**src/rtl/fir_pkg.sv**
```systemverilog
// Shared defaults, FSM state type and reset-time coefficient set for the
// sequential FIR multiply-accumulate filter.
package fir_pkg;

  localparam int NTAPS_D  = 4;
  localparam int DATA_W_D = 8;
  localparam int ACC_W_D  = 16;

  typedef enum logic [1:0] {
    IDLE = 2'd0,
    MAC  = 2'd1,
    DONE = 2'd2
  } state_t;

  localparam logic signed [DATA_W_D-1:0] COEF_DEFAULT [NTAPS_D] = '{
    8'sd1, 8'sd2, 8'sd3, 8'sd4
  };

  // Taps beyond the default table (larger NTAPS builds) come up as zero.
  function automatic logic signed [DATA_W_D-1:0] default_coef(input int idx);
    logic signed [DATA_W_D-1:0] c;
    c = '0;
    for (int i = 0; i < NTAPS_D; i++) begin
      if (i == idx) c = COEF_DEFAULT[i];
    end
    return c;
  endfunction

endpackage

```
**src/rtl/fir_mac_unit.sv**
```systemverilog
// Shared signed multiplier feeding a wrapping accumulator; one product per
// enabled cycle, cleared at the start of every output sample.
module fir_mac_unit #(
  parameter int DATA_W = 8,
  parameter int ACC_W  = 16
)(
  input  logic                     clk,
  input  logic                     reset,
  input  logic                     clr,
  input  logic                     en,
  input  logic signed [DATA_W-1:0] sample,
  input  logic signed [DATA_W-1:0] coef,
  output logic signed [ACC_W-1:0]  sum_next
);

  localparam int WW = ((ACC_W > 2*DATA_W) ? ACC_W : 2*DATA_W) + 1;

  logic signed [2*DATA_W-1:0] prod_p0;
  logic signed [ACC_W-1:0]    acc_p1;

  // Two's-complement wrap: extend both operands, add, keep the low ACC_W bits.
  function automatic logic signed [ACC_W-1:0] wrap_add(
    input logic signed [ACC_W-1:0]    a,
    input logic signed [2*DATA_W-1:0] p
  );
    logic signed [WW-1:0] wide;
    wide = WW'(a) + WW'(p);
    return wide[ACC_W-1:0];
  endfunction

  // p0: full-precision product of the current tap
  assign prod_p0  = sample * coef;
  assign sum_next = wrap_add(acc_p1, prod_p0);

  // p1: running sum
  always_ff @(posedge clk or negedge reset) begin
    if (!reset)   acc_p1 <= '0;
    else if (clr) acc_p1 <= '0;
    else if (en)  acc_p1 <= sum_next;
  end

endmodule

```
**src/rtl/fir_mac_sequencer.sv**
```systemverilog
// NTAPS-tap FIR filter that time-shares one multiplier: accept a sample,
// walk the taps one per cycle, then publish the result for one cycle.
module fir_mac_sequencer
  import fir_pkg::*;
#(
  parameter int NTAPS  = NTAPS_D,
  parameter int DATA_W = DATA_W_D,
  parameter int ACC_W  = ACC_W_D,
  localparam int PW    = (NTAPS > 1) ? $clog2(NTAPS) : 1
)(
  input  logic                     clk,
  input  logic                     reset,
  input  logic                     in_valid,
  output logic                     in_ready,
  input  logic signed [DATA_W-1:0] x_in,
  output logic signed [ACC_W-1:0]  y_out,
  output logic                     out_valid,
  input  logic                     clear,
  input  logic                     coef_we,
  input  logic [PW-1:0]            coef_addr,
  input  logic signed [DATA_W-1:0] coef_wdata,
  output logic                     coef_err,
  output logic                     busy
);

  localparam logic [PW:0]   NTAPS_V  = (PW+1)'(NTAPS);
  localparam logic [PW-1:0] LAST_TAP = PW'(NTAPS - 1);

  state_t state, state_next;
  logic   armed;

  logic [PW-1:0] wptr, head, tap, rd_idx;
  logic [PW:0]   rd_sum;

  logic signed [DATA_W-1:0] dline [NTAPS];
  logic signed [DATA_W-1:0] coef  [NTAPS];

  logic accept, last_tap, mac_en, acc_clr;
  logic signed [ACC_W-1:0] sum_next;

  // armed keeps in_ready low until the first edge after reset release
  assign in_ready = armed && (state == IDLE);
  assign busy     = (state != IDLE);
  assign accept   = in_valid && in_ready && !clear;
  assign last_tap = (state == MAC) && (tap == LAST_TAP);
  assign mac_en   = (state == MAC) && !clear;
  assign acc_clr  = accept || clear;

  always_comb begin
    state_next = state;
    if (clear) begin
      state_next = IDLE;
    end else begin
      case (state)
        IDLE:    if (accept) state_next = MAC;
        MAC:     if (tap == LAST_TAP) state_next = DONE;
        DONE:    state_next = IDLE;
        default: state_next = IDLE;
      endcase
    end
  end

  always_ff @(posedge clk or negedge reset) begin
    if (!reset) begin
      state <= IDLE;
      armed <= 1'b0;
    end else begin
      state <= state_next;
      armed <= 1'b1;
    end
  end

  // Tap k reads x[n-k], i.e. k slots behind the newest entry, modulo NTAPS.
  always_comb begin
    rd_sum = {1'b0, head} - {1'b0, tap};
    if (tap > head) rd_sum = rd_sum + NTAPS_V;
    rd_idx = rd_sum[PW-1:0];
  end

  always_ff @(posedge clk or negedge reset) begin
    if (!reset) begin
      wptr <= '0;
      head <= '0;
      tap  <= '0;
      for (int i = 0; i < NTAPS; i++) dline[i] <= '0;
    end else if (clear) begin
      wptr <= '0;
      head <= '0;
      tap  <= '0;
      for (int i = 0; i < NTAPS; i++) dline[i] <= '0;
    end else if (accept) begin
      dline[wptr] <= x_in;
      head        <= wptr;
      wptr        <= (wptr == LAST_TAP) ? '0 : wptr + 1'b1;
      tap         <= '0;
    end else if (state == MAC) begin
      tap <= tap + 1'b1;
    end
  end

  always_ff @(posedge clk or negedge reset) begin
    if (!reset) begin
      for (int i = 0; i < NTAPS; i++) coef[i] <= DATA_W'(default_coef(i));
    end else if (coef_we && (state == IDLE) && (int'(coef_addr) < NTAPS)) begin
      coef[coef_addr] <= coef_wdata;
    end
  end

  fir_mac_unit #(
    .DATA_W (DATA_W),
    .ACC_W  (ACC_W)
  ) u_mac (
    .clk      (clk),
    .reset    (reset),
    .clr      (acc_clr),
    .en       (mac_en),
    .sample   (dline[rd_idx]),
    .coef     (coef[tap]),
    .sum_next (sum_next)
  );

  // Result is captured together with the last product so it is valid during DONE.
  always_ff @(posedge clk or negedge reset) begin
    if (!reset) begin
      y_out     <= '0;
      out_valid <= 1'b0;
      coef_err  <= 1'b0;
    end else begin
      out_valid <= last_tap && !clear;
      coef_err  <= coef_we && busy;
      if (last_tap && !clear) y_out <= sum_next;
    end
  end

endmodule

```
**config.mk**
```make
export PLATFORM = sky130hd
export DESIGN_NAME = fir_mac_sequencer
export DESIGN_NICKNAME = d
export VERILOG_FILES = /design/src/rtl/fir_pkg.sv /design/src/rtl/fir_mac_unit.sv /design/src/rtl/fir_mac_sequencer.sv
export SDC_FILE = /design/constraint.sdc
export NUM_CORES = 1
export LEC_CHECK = 0
export BUFFER_PORTS_ARGS = -buffer_cell sky130_fd_sc_hd__buf_2
export CORE_MARGIN = 1.5
export CORE_UTILIZATION = 56
export DETAILED_ROUTE_END_ITERATION = 8
export PLACE_DENSITY = 0.77
export SLEW_MARGIN = 20
export SYNTH_ARGS = -nofsm -noshare
export SYNTH_HDL_FRONTEND = slang
export SYNTH_SLANG_ARGS = --single-unit
export TNS_END_PERCENT = 10
```
**constraint.sdc**
```tcl
create_clock -name clk -period 6.55 [get_ports clk]
set_clock_uncertainty 0.1 [all_clocks]
set_input_delay 0.3275 -clock clk [delete_from_list [all_inputs] [get_ports clk]]
set_output_delay 0.3275 -clock clk [all_outputs]
set_load 0.1 [all_outputs]
```
# ---- Word level (Yosys, flattened, before mapping)
# Index checks and enable logic that the tools add are counted.
dict set report classes {
  n_addsub 5
  muxes 29
  magnitude_cmp 7
  n_bitwise 4
  n_eq_ne 5
  multipliers 1
  n_reduce_logical 18
}
# cell count
set op_table {}
lappend op_table {{$bwmux 32} 2}
lappend op_table {{$mux 32} 2}
lappend op_table {{$mux 8} 6}
lappend op_table {{$bmux 8 s2} 2}
lappend op_table {{$demux 8 s2} 2}
lappend op_table {{$mux 16} 2}
lappend op_table {{$mux 2} 12}
lappend op_table {{$add 16x16->16} 1}
lappend op_table {{$mul 8x8->16} 1}
lappend op_table {{$ge 3x3->1 const B} 4}
lappend op_table {{$not 2->3} 4}
lappend op_table {{$logic_and 1x1->1} 10}
lappend op_table {{$add 2x1->2 const B} 3}
lappend op_table {{$lt 3x1->1 const B} 2}
lappend op_table {{$ne 3x3->1 const B} 2}
lappend op_table {{$reduce_bool 2->1} 3}
lappend op_table {{$eq 2x2->1 const B} 2}
lappend op_table {{$pmux 2 s2} 1}
lappend op_table {{$reduce_bool 3->1} 1}
lappend op_table {{$eq 2x1->1 const B} 1}
lappend op_table {{$gt 2x2->1} 1}
lappend op_table {{$logic_not 2->1} 1}
lappend op_table {{$reduce_and 2->1} 1}
lappend op_table {{$sub 2x2->2} 1}
lappend op_table {{2 further kinds} 2}
dict set report totals {
  elab_cells 86
  input_bits 23
  ff_bits 107
  output_inout_bits 20
}

# ---- Longest topological paths before layout
# Gate-level depths: netlist of run 1.
dict set report depth {
  depth_word 11
  depth_mapped 23
  depth_no_buf 23
}

# ---- Hierarchy
# From an unflattened synthesis of run 1, not the netlist that was laid out.
dict set report unflattened {
  hier_cells 692
  hier_area_um2 7748.7
}
# mod area_per_inst_um2 cells_each n_inst seq_area_each_um2
set by_module_without_submodules {}
lappend by_module_without_submodules {fir_mac_sequencer 4141.5 326 1 2283.4}
lappend by_module_without_submodules {fir_mac_unit 3607.2 366 1 400.4}

# ---- Worst setup path before layout of run 1
# No wires, ideal clock.
dict set report synth_path {
  kind {reg-to-reg}
  start {register tap[0]}
  end {register u_mac.acc_p1[14]}
  setup_ps 122
  synth_period_minus_slack_ps 6240
  path_stages_with_launch 21
  path_buffers 0
  required_ps 6328
  slack_ps 310
  arrival_ps 6018
  cell_sequence {dfrtp_1 -> ha_1 -> xor2_1 -> xnor2_2 -> mux4_2 -> and2_2 -> inv_1 -> fa_1 -> inv_1 -> fa_1 -> fa_1 -> fa_1 -> inv_1 -> fa_1 -> inv_1 -> ha_1 -> o21a_1 -> o21ai_0 -> a211oi_1 -> or3_1 -> a32o_1}
}
dict set report synth_via {
  elab_chain_cells 11
  word_cells_on_any_way 16
  cone_classes {add/sub: 3; mul: 1; order compare: 1; mux: 9; bitwise: 2}
}
# element line_no
set synth_lines {}
lappend synth_lines {{start, declared} fir_mac_sequencer.sv:32} ;# logic [PW-1:0] wptr, head, tap, rd_idx;
lappend synth_lines {{start signal, assigned} fir_mac_sequencer.sv:97} ;# tap <= tap + 1'b1;
lappend synth_lines {{$sub 2x2->2} fir_mac_sequencer.sv:75} ;# rd_sum = {1'b0, head} - {1'b0, tap};
lappend synth_lines {{$add 2x1->2} fir_mac_sequencer.sv:76} ;# if (tap > head) rd_sum = rd_sum + NTAPS_V;
lappend synth_lines {{$mux 2} fir_mac_sequencer.sv:76}
lappend synth_lines {{$not 2->3 (not written as such)} fir_mac_sequencer.sv:117} ;# .sample (dline[rd_idx]),
lappend synth_lines {{$bmux 8 s2} fir_mac_sequencer.sv:117}
lappend synth_lines {{$mux 8 (not written as such) (2 in a row)} fir_mac_sequencer.sv:117}
lappend synth_lines {{$mul 8x8->16 (*)} fir_mac_unit.sv:32} ;# assign prod_p0 = sample * coef;
lappend synth_lines {{$add 16x16->16 (*)} fir_mac_unit.sv:27} ;# wide = WW'(a) + WW'(p);
lappend synth_lines {{$mux 16 (*)} fir_mac_unit.sv:39} ;# else if (en) acc_p1 <= sum_next;
lappend synth_lines {{$mux 16 (*)} fir_mac_unit.sv:38} ;# else if (clr) acc_p1 <= '0;
lappend synth_lines {{end signal, assigned} fir_mac_unit.sv:39}
lappend synth_lines {{end, declared} fir_mac_unit.sv:19} ;# logic signed [ACC_W-1:0] acc_p1;
# Mark *: on every way between the ends. The rest lies on a longest branch, timed or not. The select of a mux whose other input is x is not followed.
# A chain may end at the register's enable or synchronous reset.

# ---- Worst setup path after layout of run 1
dict set report layout_path {
  start {register head[0]}
  end {register u_mac.acc_p1[14]}
}
dict set report layout_via {
  elab_chain_cells 11
  word_cells_on_any_way 12
  cone_classes {add/sub: 3; mul: 1; order compare: 1; mux: 6; bitwise: 1}
}
# element line_no
set layout_lines {}
lappend layout_lines {{start, declared} fir_mac_sequencer.sv:32}
lappend layout_lines {{start signal, assigned} fir_mac_sequencer.sv:93} ;# head <= wptr;
lappend layout_lines {{$sub 2x2->2} fir_mac_sequencer.sv:75}
lappend layout_lines {{$add 2x1->2} fir_mac_sequencer.sv:76}
lappend layout_lines {{$mux 2 (*)} fir_mac_sequencer.sv:76}
lappend layout_lines {{$not 2->3 (not written as such) (*)} fir_mac_sequencer.sv:117}
lappend layout_lines {{$bmux 8 s2 (*)} fir_mac_sequencer.sv:117}
lappend layout_lines {{$mux 8 (not written as such) (*) (2 in a row)} fir_mac_sequencer.sv:117}
lappend layout_lines {{$mul 8x8->16 (*)} fir_mac_unit.sv:32}
lappend layout_lines {{$add 16x16->16 (*)} fir_mac_unit.sv:27}
lappend layout_lines {{$mux 16 (*)} fir_mac_unit.sv:39}
lappend layout_lines {{$mux 16 (*)} fir_mac_unit.sv:38}
# Marked as above.

==> results of run 1 <==
-- cell usage after synthesis (8+ instances only) --
cell      count  share of area, %
a21oi_1      39               2.6
a22o_1       11               1.3
and2_1       35               2.9
clkbuf_1     16              0.80
dfrtp_1     102                34
fa_1         71                19
ha_1         43               7.2
inv_1        81               4.0
mux2_2       37               5.5
mux4_2        8               2.4
nand2_1      98               4.9
nand3_1      33               2.2
nor2_1       16              0.80
o21ai_0      14              0.93
xnor2_1      14               1.6
-- power breakdown --
group / internal [W] / total (W) / leakage, nW / switching, W
registers: 0.000734 / 0.000781 / 1.41 / 0.0000470
logic: 0.000439 / 0.00105 / 2.52 / 0.000607
clock network: 0.000259 / 0.000507 / 0.129 / 0.000248
-- worst max-delay path, delay by kind of cell, from the launching register on --
kind	cells	cell delay (ps)
fa+ha+maj	7	3100
compound gates	4	770
mux	1	630
simple gates	2	530
xor+xnor	2	450
buf+inv	5	360
flops	1	350
-- metrics by stage --
stage / instances / utilization (%) / power (W) / cell area, um^2
floorplan: 684 / - / 0.001527 / 7515
global placement: 892 / 60.06 / 0.001765 / 7923
detailed placement: 892 / 60.06 / 0.001805 / 7923
CTS: 909 / 62.26 / 0.002322 / 8212
global route: 913 / 62.63 / 0.002492 / 8260
finish: 913 / 62.63 / 0.002334 / 8260
-- registers in the layout (all words and copies together) (netlist names) --
name / count
armed: 1
out_valid: 1
state: 2
coef_err: 1
coef: 32
head: 2
dline: 32
tap: 2
u_mac.acc_p1: 16
y_out: 16
wptr: 2
-- layer usage --
metal | routed length (um) | vias up
met4 | 297 | 0
met5 | 0 | -
met2 | 8539 | 149
li1 | - | 2365
met1 | 7211 | 2665
met3 | 764 | 29
-- area by class of cell --
type	instances	area (um^2)
repair buffers	58	347.8
well taps	176	220.2
multi-input cells	475	4433
fillers	1041	4930
flip-flops and latches	107	2684
clock buffers	10	229.0
inverters	81	304.0
clock inverters	6	42.54
-- cell families (layout without fill, tap and decap cells) --
family          count (synthesis)  in the layout  synth area share [%]
xor+xnor                       19             19                 2.314
simple gates                  200            200                 12.45
other cells                     1              1               0.04990
buf+inv                       102            155                 5.478
fa+ha+maj                     114            114                 26.07
mux                            53             53                 10.52
flops                         107            107                 35.71
compound gates                 88             88                 7.393
-- path summary, 6_finish.rpt --
kind / end / from / slack, ps
worst max register to register: u_mac.acc_p1[14] / head[0] / 160
worst max-delay path: u_mac.acc_p1[14] / head[0] / 160
worst min-delay path: coef_err / coef_we / 120
worst min register to register: y_out[4] / y_out[4] / 380
min in group asynchronous: coef_err / reset / 390
max in group asynchronous: u_mac.acc_p1[14] / reset / 4730
-- repair_timing --
item	CTS	global route
pin swaps	0	1
gates resized for setup	2	7
endpoints found under the hold margin	38	0
endpoints found under the setup margin	12	13
hold buffers	1	0
setup buffers	0	4
==> flow_summary.toml, run 1 <==
[final_layout]
mostFrequentLayoutCells = "102 x dfrtp_1, 98 x nand2_1, 81 x inv_1"
nets = 869
layout-drive-gt1-share_pct = 18.86
antennaDiodeCount = 0
final_common_cell = "dfrtp_1"
synthToLayoutAreaGrowth_pct = 9.923

[synthesis]
async_flop_share_pct = 100.0
synth_area_mm2 = 0.007515
synth_nets = 821
syn_area_per_cell_um2 = 10.99
ys_ff_latch = 107
synth_edf_count = 0
synth-seq-area-share_pct = 35.71
yosysUniqueCellTypes = 46
yosysWarnings = 0
ys.flop_type = "dfrtp_1"
synth_cells = 684

[cts]
root_buffer = "clkbuf_16"
clockBufferDepth = 2
h-tree-depth = 3
numCtsBuffers = 9
cts_tree = "yes"
clk_pin_slew_ps = 70
clock_latency_ps = 360
clkSinkCount = 107

[pwr]
leakage_nw = 4.059
power_density_mw_per_mm2 = 282.6
irDropWorstVdd_mv = 0.1961

[critical_path]
max_stage_delay_ps = 630
reg2reg_depth = 21
crit_chain = "inv_1, ha_1, xor2_2, xnor2_4, buf_12, mux4_1, nand2_1, fa_1, fa_1, inv_1, fa_1, fa_1, inv_1, fa_1, inv_1, ha_1, o21a_1, o21ai_1, a211oi_1, or3_1, a32o_1"
arrival_ps = 6530
cp.required_ps = 6690
end_kind = "register"
worstPathMaxFanout = 5
cp-start-kind = "register"
cp_slowest_cell = "mux4_1"
critical_path_class = "register to register"
cpMostUsedCell = "fa_1"

[global_routing]
grt_util_met1_pct = 34.46
grt.met3_usage_pct = 3.879
grt_most_used_layer = "met2"
grtUsageTotal_pct = 25.81
gr-usage-met2_pct = 44.30
first_global_vias = 5559
grt_max_degree = 65
grt_antenna_before_repair = 0
grt_pass1_wl_um = 27990
grt_overflow = 0

[sta]
finalSetupTns_ps = 0
slew_headroom_pct = 46.70
period_share_pct = 97.55
final_max_slew_viol_count = 0
fin_crit_ps = 6390
max_freq_mhz = 156.5
setup_ws_ps = 160.2
hold_viol_final = 0
whs_ps = 119.5
worstMarginPinSlew_ps = 799.5
setup_viol = 0

[worst_hold_path]
hold_class = "primary input to register"
whs_path_depth = 2

[die]
chipWidth_um = 118.8
core_mm2 = 0.01319
die-area_mm2 = 0.01412
fp.dieH_um = 118.8
fp-row-count = 42
ios = 43
initial_utilization_pct = 56.97

[run_status]
status = "finished, final reports clean"

[route]
wl_per_cell_um = 18.41
drt_iter0_markers = 421
drt-total-wl_um = 16810
drc = 0
vias_per_cell = 5.704
ant_nets = 0
dr.pass1.iters = 5
via_count = 5208

[placement]
gp_congestion = 0.9276
post-place-ws_ps = -142.5
dpl.hpwl_um = 13080
port_buffers = 42

[flow_run]
maxCapViolCount = 0
No activity file was read; power rests on OpenSTA's default activity.
==> run 2, diff against run 1 <==
Settings changed: HOLD_SLACK_MARGIN from default to 0.15, SYNTH_HIERARCHICAL from default to 1.
==> flow_summary.toml, run 2 <==
[run_status]
status = "finished, final reports clean"

[synthesis]
yosysWarnings = 6
ys_ff_latch = 107
synth_area_leaders = "dfrtp_1 33%, fa_1 18%, mux2_2 7.0%"
synth_most_common_cell = "dfrtp_1"
synthTopCellsByCount = "102 x dfrtp_1, 84 x inv_1, 71 x fa_1"
yosys.area_share.simple_pct = 10.95
syn_area_per_cell_um2 = 11.20
synth-adder-area-share_pct = 25.29
synth_edf_count = 0
ys.flop_type = "dfrtp_1"
async_flop_share_pct = 100.0
synth_cells = 692
yosysTopAreaCellShare_pct = 32.94
synth_compound_area_share_pct = 7.573
synth_top_family_by_area = "adder cells"
synth-seq-area-share_pct = 34.64
synth_area_leader_cell = "dfrtp_1"
synthXorXnorAreaFrac_pct = 2.697
synthMuxAreaShare_pct = 12.92
synth_area_mm2 = 0.007749
synth_nets = 829
yosysUniqueCellTypes = 58

[final_layout]
nets = 875
antennaDiodeCount = 0
finish.utilization_pct = 64.20
largest_registers = "coef x32, dline x32"
mostFrequentLayoutCells = "102 x dfrtp_1, 84 x inv_1, 71 x fa_1"
final_common_cell = "dfrtp_1"
synthToLayoutAreaGrowth_pct = 10.59
layout-drive-gt1-share_pct = 19.52
stdcell_area_mm2 = 0.008569

[route]
via_count = 5283
drc = 0
vias_per_cell = 5.749
wl_per_cell_um = 18.13
drt-total-wl_um = 16670
ant_nets = 0
drt_iter0_markers = 267
dr.pass1.iters = 5

[pwr]
total_power_w = 0.002166
power_density_mw_per_mm2 = 252.8
leakage_nw = 4.132
irDropWorstVdd_mv = 0.1670

[critical_path]
r2r_slack_ps = 320
arrival_ps = 6370
rr_endpoint = "y_out[10]"
worstPathMaxFanout = 8
cp-start-kind = "register"
cp.required_ps = 6690
end_kind = "register"
reg2reg_depth = 20
critical_path_class = "register to register"
reg2reg_from = "head[0]"

[sta]
setup_viol = 0
final_max_slew_viol_count = 0
rsz0062_at_grt = "no"
hold_viol_final = 0
finalSetupTns_ps = 0
slew_headroom_pct = 26.35
max_freq_mhz = 160.5
period_share_pct = 95.11
worstMarginPinSlew_ps = 1104
fin_crit_ps = 6230

[flow_run]
maxCapViolCount = 0

[global_routing]
grtUsageTotal_pct = 25.20
grt_pass1_wl_um = 28300
grt_max_degree = 57
grt_overflow = 0
first_global_vias = 5759
grt_antenna_before_repair = 0

[cts]
clock_latency_ps = 360
clockBufferDepth = 2
clk_pin_slew_ps = 80
root_buffer = "clkbuf_16"
clkSinkCount = 107
numCtsBuffers = 9
cts_tree = "yes"
postCtsSetupRepairBufs = 0
h-tree-depth = 3

[die]
initial_utilization_pct = 58.05
core_mm2 = 0.01335
fp.dieH_um = 120.6
die-area_mm2 = 0.01455
chipWidth_um = 120.6
ios = 43
fp-row-count = 42

[placement]
dpl.hpwl_um = 12240
port_buffers = 42
gp_congestion = 0.8707
place_area_mm2 = 0.008127

[worst_hold_path]
hold_path_end = "dline[17]"
whs_path_depth = 3
hold_start = "x_in[1]"
hold_class = "primary input to register"
-- run 2: cell types whose count changed after synthesis, moves of 4 or more --
| cell | previous run | this run |
|---|---|---|
| nand2_1 | 98 | 35 |
| o21ai_0 | 14 | 35 |
| mux2_2 | 37 | 48 |
| nor2_1 | 16 | 27 |
| a22o_1 | 11 | 1 |
| mux2i_1 | 1 | 10 |
| mux4_2 | 8 | 16 |
| buf_2 | 1 | 8 |
| mux4_1 | 7 | 0 |
| nand3_1 | 33 | 38 |
| xnor2_1 | 14 | 18 |
-- run 2: cell type report --
class	count	area, um^2
Clock buffer	12	256.5
Inverter	85	319.1
Fill cell	1066	4778
Timing Repair Buffer	64	410.4
Clock inverter	4	56.30
Sequential cell	107	2684
Tap cell	176	220.2
Multi-Input combinational cell	471	4623
-- run 2: how the worst max path moves through the flow --
stage                        from        end  cells after the start
after floorplan            tap[0]  y_out[15]                     18
after global placement     tap[0]  y_out[15]                     19
after detailed placement  head[0]  y_out[10]                     20
after CTS                 head[0]  y_out[10]                     20
after global routing       tap[0]  y_out[10]                     19
final                     head[0]  y_out[10]                     20
-- run 2: repair_timing --
action                     in CTS  in global routing
setup endpoints to repair       0                  0
gates resized for setup         0                  0
hold buffers                   13                  0
hold endpoints to repair       77                  0
-- run 2: layer usage --
layer | share of wire, % | global-route usage, % | up-vias
met1 | 43 | 33.40 | 2698
met3 | 4.7 | 4.953 | 37
met5 | 0 | 0 | -
met4 | 3.0 | 10.15 | 0
met2 | 49 | 41.05 | 151
li1 | - | - | 2397
-- run 2: worst max-delay path, cell delays in order (launching register included) --
cell and delay [ps]:
dfrtp_1 350, inv_1 50, ha_1 410, buf_4 220, mux4_2 600, and2_1 200
fa_1 460, fa_1 500, inv_1 60, fa_1 520, inv_1 50, fa_1 450
ha_1 310, ha_1 340, nor2b_1 150, o21ai_0 210, a21boi_0 220, or2_2 340
a21oi_1 230, xnor2_1 100, mux2_2 260
-- run 2: power breakdown --
part | internal (W) | switching [W] | total [W]
Combinational | 0.000359 | 0.000479 | 0.000839
Clock | 0.000321 | 0.000251 | 0.000572
Sequential | 0.000722 | 0.0000334 | 0.000755
Total | 0.00140 | 0.000764 | 0.00217
-- run 2: cells by family after synthesis --
kind of cell | count (synthesis)
flops | 107
xor+xnor | 23
mux | 74
fa+ha+maj | 114
compound gates | 99
other cells | 1
simple gates | 160
buf+inv | 114
-- run 2: stage by stage --
stage | worst slack [ps] | hold slack, ps | instances
2_1_floorplan | 404.4 | -68.09 | 692
3_3_place_gp | 530.8 | 314.3 | 890
3_5_place_dp | 418.4 | 331.9 | 890
4_1_cts | 307.4 | 152.1 | 919
5_1_grt | 5.253 | 159.2 | 919
6_report | 320.3 | 159.8 | 919
==> run 3, diff against run 2 <==
Settings changed: CORE_MARGIN 1.5 to 2.
==> flow_summary.toml, run 3 (synthesis gave the netlist of run 2 again) <==
[run_status]
status = "finished, final reports clean"

[sta]
max_freq_mhz = 162.2
worstMarginPinSlew_ps = 1050
final_max_slew_viol_count = 0
setup_viol = 0
hold_viol_final = 0
period_share_pct = 94.10
rsz0062_at_grt = "no"
slew_headroom_pct = 29.94
fin_crit_ps = 6164
finalSetupTns_ps = 0

[die]
fp.dieH_um = 121.6
die-area_mm2 = 0.01479
core_mm2 = 0.01340
chipWidth_um = 121.6
ios = 43
fp-row-count = 42
initial_utilization_pct = 57.82

[worst_hold_path]
hold_class = "primary input to register"
hold_start = "x_in[1]"
whs_path_depth = 3
hold_path_end = "dline[17]"

[cts]
h-tree-depth = 3
clockBufferDepth = 2
postCtsSetupRepairBufs = 0
numCtsBuffers = 9
cts_tree = "yes"
clock_latency_ps = 360
root_buffer = "clkbuf_16"
clk_pin_slew_ps = 80
clkSinkCount = 107

[route]
dr.pass1.iters = 5
vias_per_cell = 5.792
drc = 0
wl_per_cell_um = 18.56
ant_nets = 0
drt_iter0_markers = 460
via_count = 5317
drt-total-wl_um = 17040

[global_routing]
grt_overflow = 0
grt_max_degree = 71
grt_pass1_wl_um = 29200
grt_antenna_before_repair = 0
first_global_vias = 5822
grtUsageTotal_pct = 25.63

[pwr]
switchingPower_w = 0.0008034
seq_power_share_pct = 34.9
sw_frac_of_total_pct = 37.13
leakage_nw = 4.121
combPwrFrac_pct = 39.4
total_power_w = 0.002164
irDropWorstVdd_mv = 0.1598
clkPwrFrac_pct = 25.7
power_density_mw_per_mm2 = 253.0
internal_power_w = 0.001360

[flow_run]
maxCapViolCount = 0

[final_layout]
final_cells = 918
synthToLayoutAreaGrowth_pct = 10.37
layout-drive-gt1-share_pct = 19.54
antennaDiodeCount = 0
nets = 874
final_common_cell = "dfrtp_1"
mostFrequentLayoutCells = "102 x dfrtp_1, 84 x inv_1, 71 x fa_1"
largest_registers = "coef x32, dline x32"

[critical_path]
rr_endpoint = "y_out[15]"
reg2reg_depth = 21
cp.required_ps = 6690
worstPathMaxFanout = 8
cp-start-kind = "register"
max_stage_delay_ps = 550
end_kind = "register"
r2r_slack_ps = 390
arrival_ps = 6310
crit_chain = "inv_1, ha_1, xor2_1, xnor2_2, mux4_2, and2_1, buf_4, fa_1, fa_1, fa_1, inv_1, fa_1, inv_1, ha_1, ha_1, a21o_1, a21oi_1, inv_1, a221oi_2, xnor2_1, mux2_2"
reg2reg_from = "head[0]"
cp_slowest_cell = "fa_1"
critical_path_class = "register to register"

[placement]
gp_congestion = 0.8825
dp_cells = 889
dpl.hpwl_um = 12630
port_buffers = 42
-- run 3: critical path, delay by kind of cell (launching register included) --
kind	cells	cell delay, ps
AOI/OAI and AO/OA	3	670
xor gates and xnor gates	3	700
adders and majority gates	7	2860
buffers and inverters	5	440
DFF	1	350
muxes	2	740
and+or+nand+nor	1	180
-- run 3: cell type report --
type                            count  area [um^2]
Tap cell                          176        220.2
Fill cell                        1047         4848
Timing Repair Buffer               63        402.9
Multi-Input combinational cell    471         4623
Clock buffer                       10        239.0
Inverter                           85        319.1
Sequential cell                   107         2684
Clock inverter                      6        63.81
-- run 3: how the worst max path moves through the flow --
stage / endpoint / slack [ps] / startpoint / cells after the start
floorplan: y_out[15] / 400 / tap[0] / 18
global placement: y_out[15] / 440 / tap[0] / 18
global route: y_out[15] / 70 / head[0] / 21
CTS: y_out[15] / 380 / tap[0] / 18
detailed placement: y_out[12] / 450 / head[0] / 22
finish: y_out[15] / 390 / head[0] / 21
-- run 3: through the flow --
step | setup WS, ps | hold slack (ps) | util, % | instance area [um^2]
floorplan | 404.4 | -68.09 | - | 7749
global placement | 442.5 | 228.6 | 60.59 | 8119
detailed placement | 447.0 | 234.0 | 60.59 | 8119
CTS | 382.5 | 156.2 | 63.82 | 8552
global route | 66.05 | 158.3 | 63.82 | 8552
finish | 386.2 | 164.3 | 63.82 | 8552
-- run 3: routing by layer --
| layer | vias to the layer above | wire (um) | GRT usage, % |
|---|---|---|---|
| li1 | 2403 | - | - |
| met1 | 2714 | 7149 | 33.46 |
| met2 | 176 | 8635 | 43.36 |
| met3 | 24 | 965 | 5.712 |
| met4 | 0 | 290 | 7.543 |
| met5 | - | 0 | 0 |
-- run 3: repair_timing --
item                       in CTS  in global routing
setup endpoints to repair       0                  3
hold buffers                   13                  0
hold endpoints to repair       60                  0
gates resized for setup         0                  1
-- run 3: power by group through the flow --
stage	registers, W	logic, W	clock network (W)
4_1_cts	0.000755	0.000855	0.000569
3_5_place_dp	0.000767	0.000837	0
6_report	0.000756	0.000853	0.000555
2_1_floorplan	0.000765	0.000620	0
3_3_place_gp	0.000762	0.000810	0
5_1_grt	0.000763	0.000967	0.000593
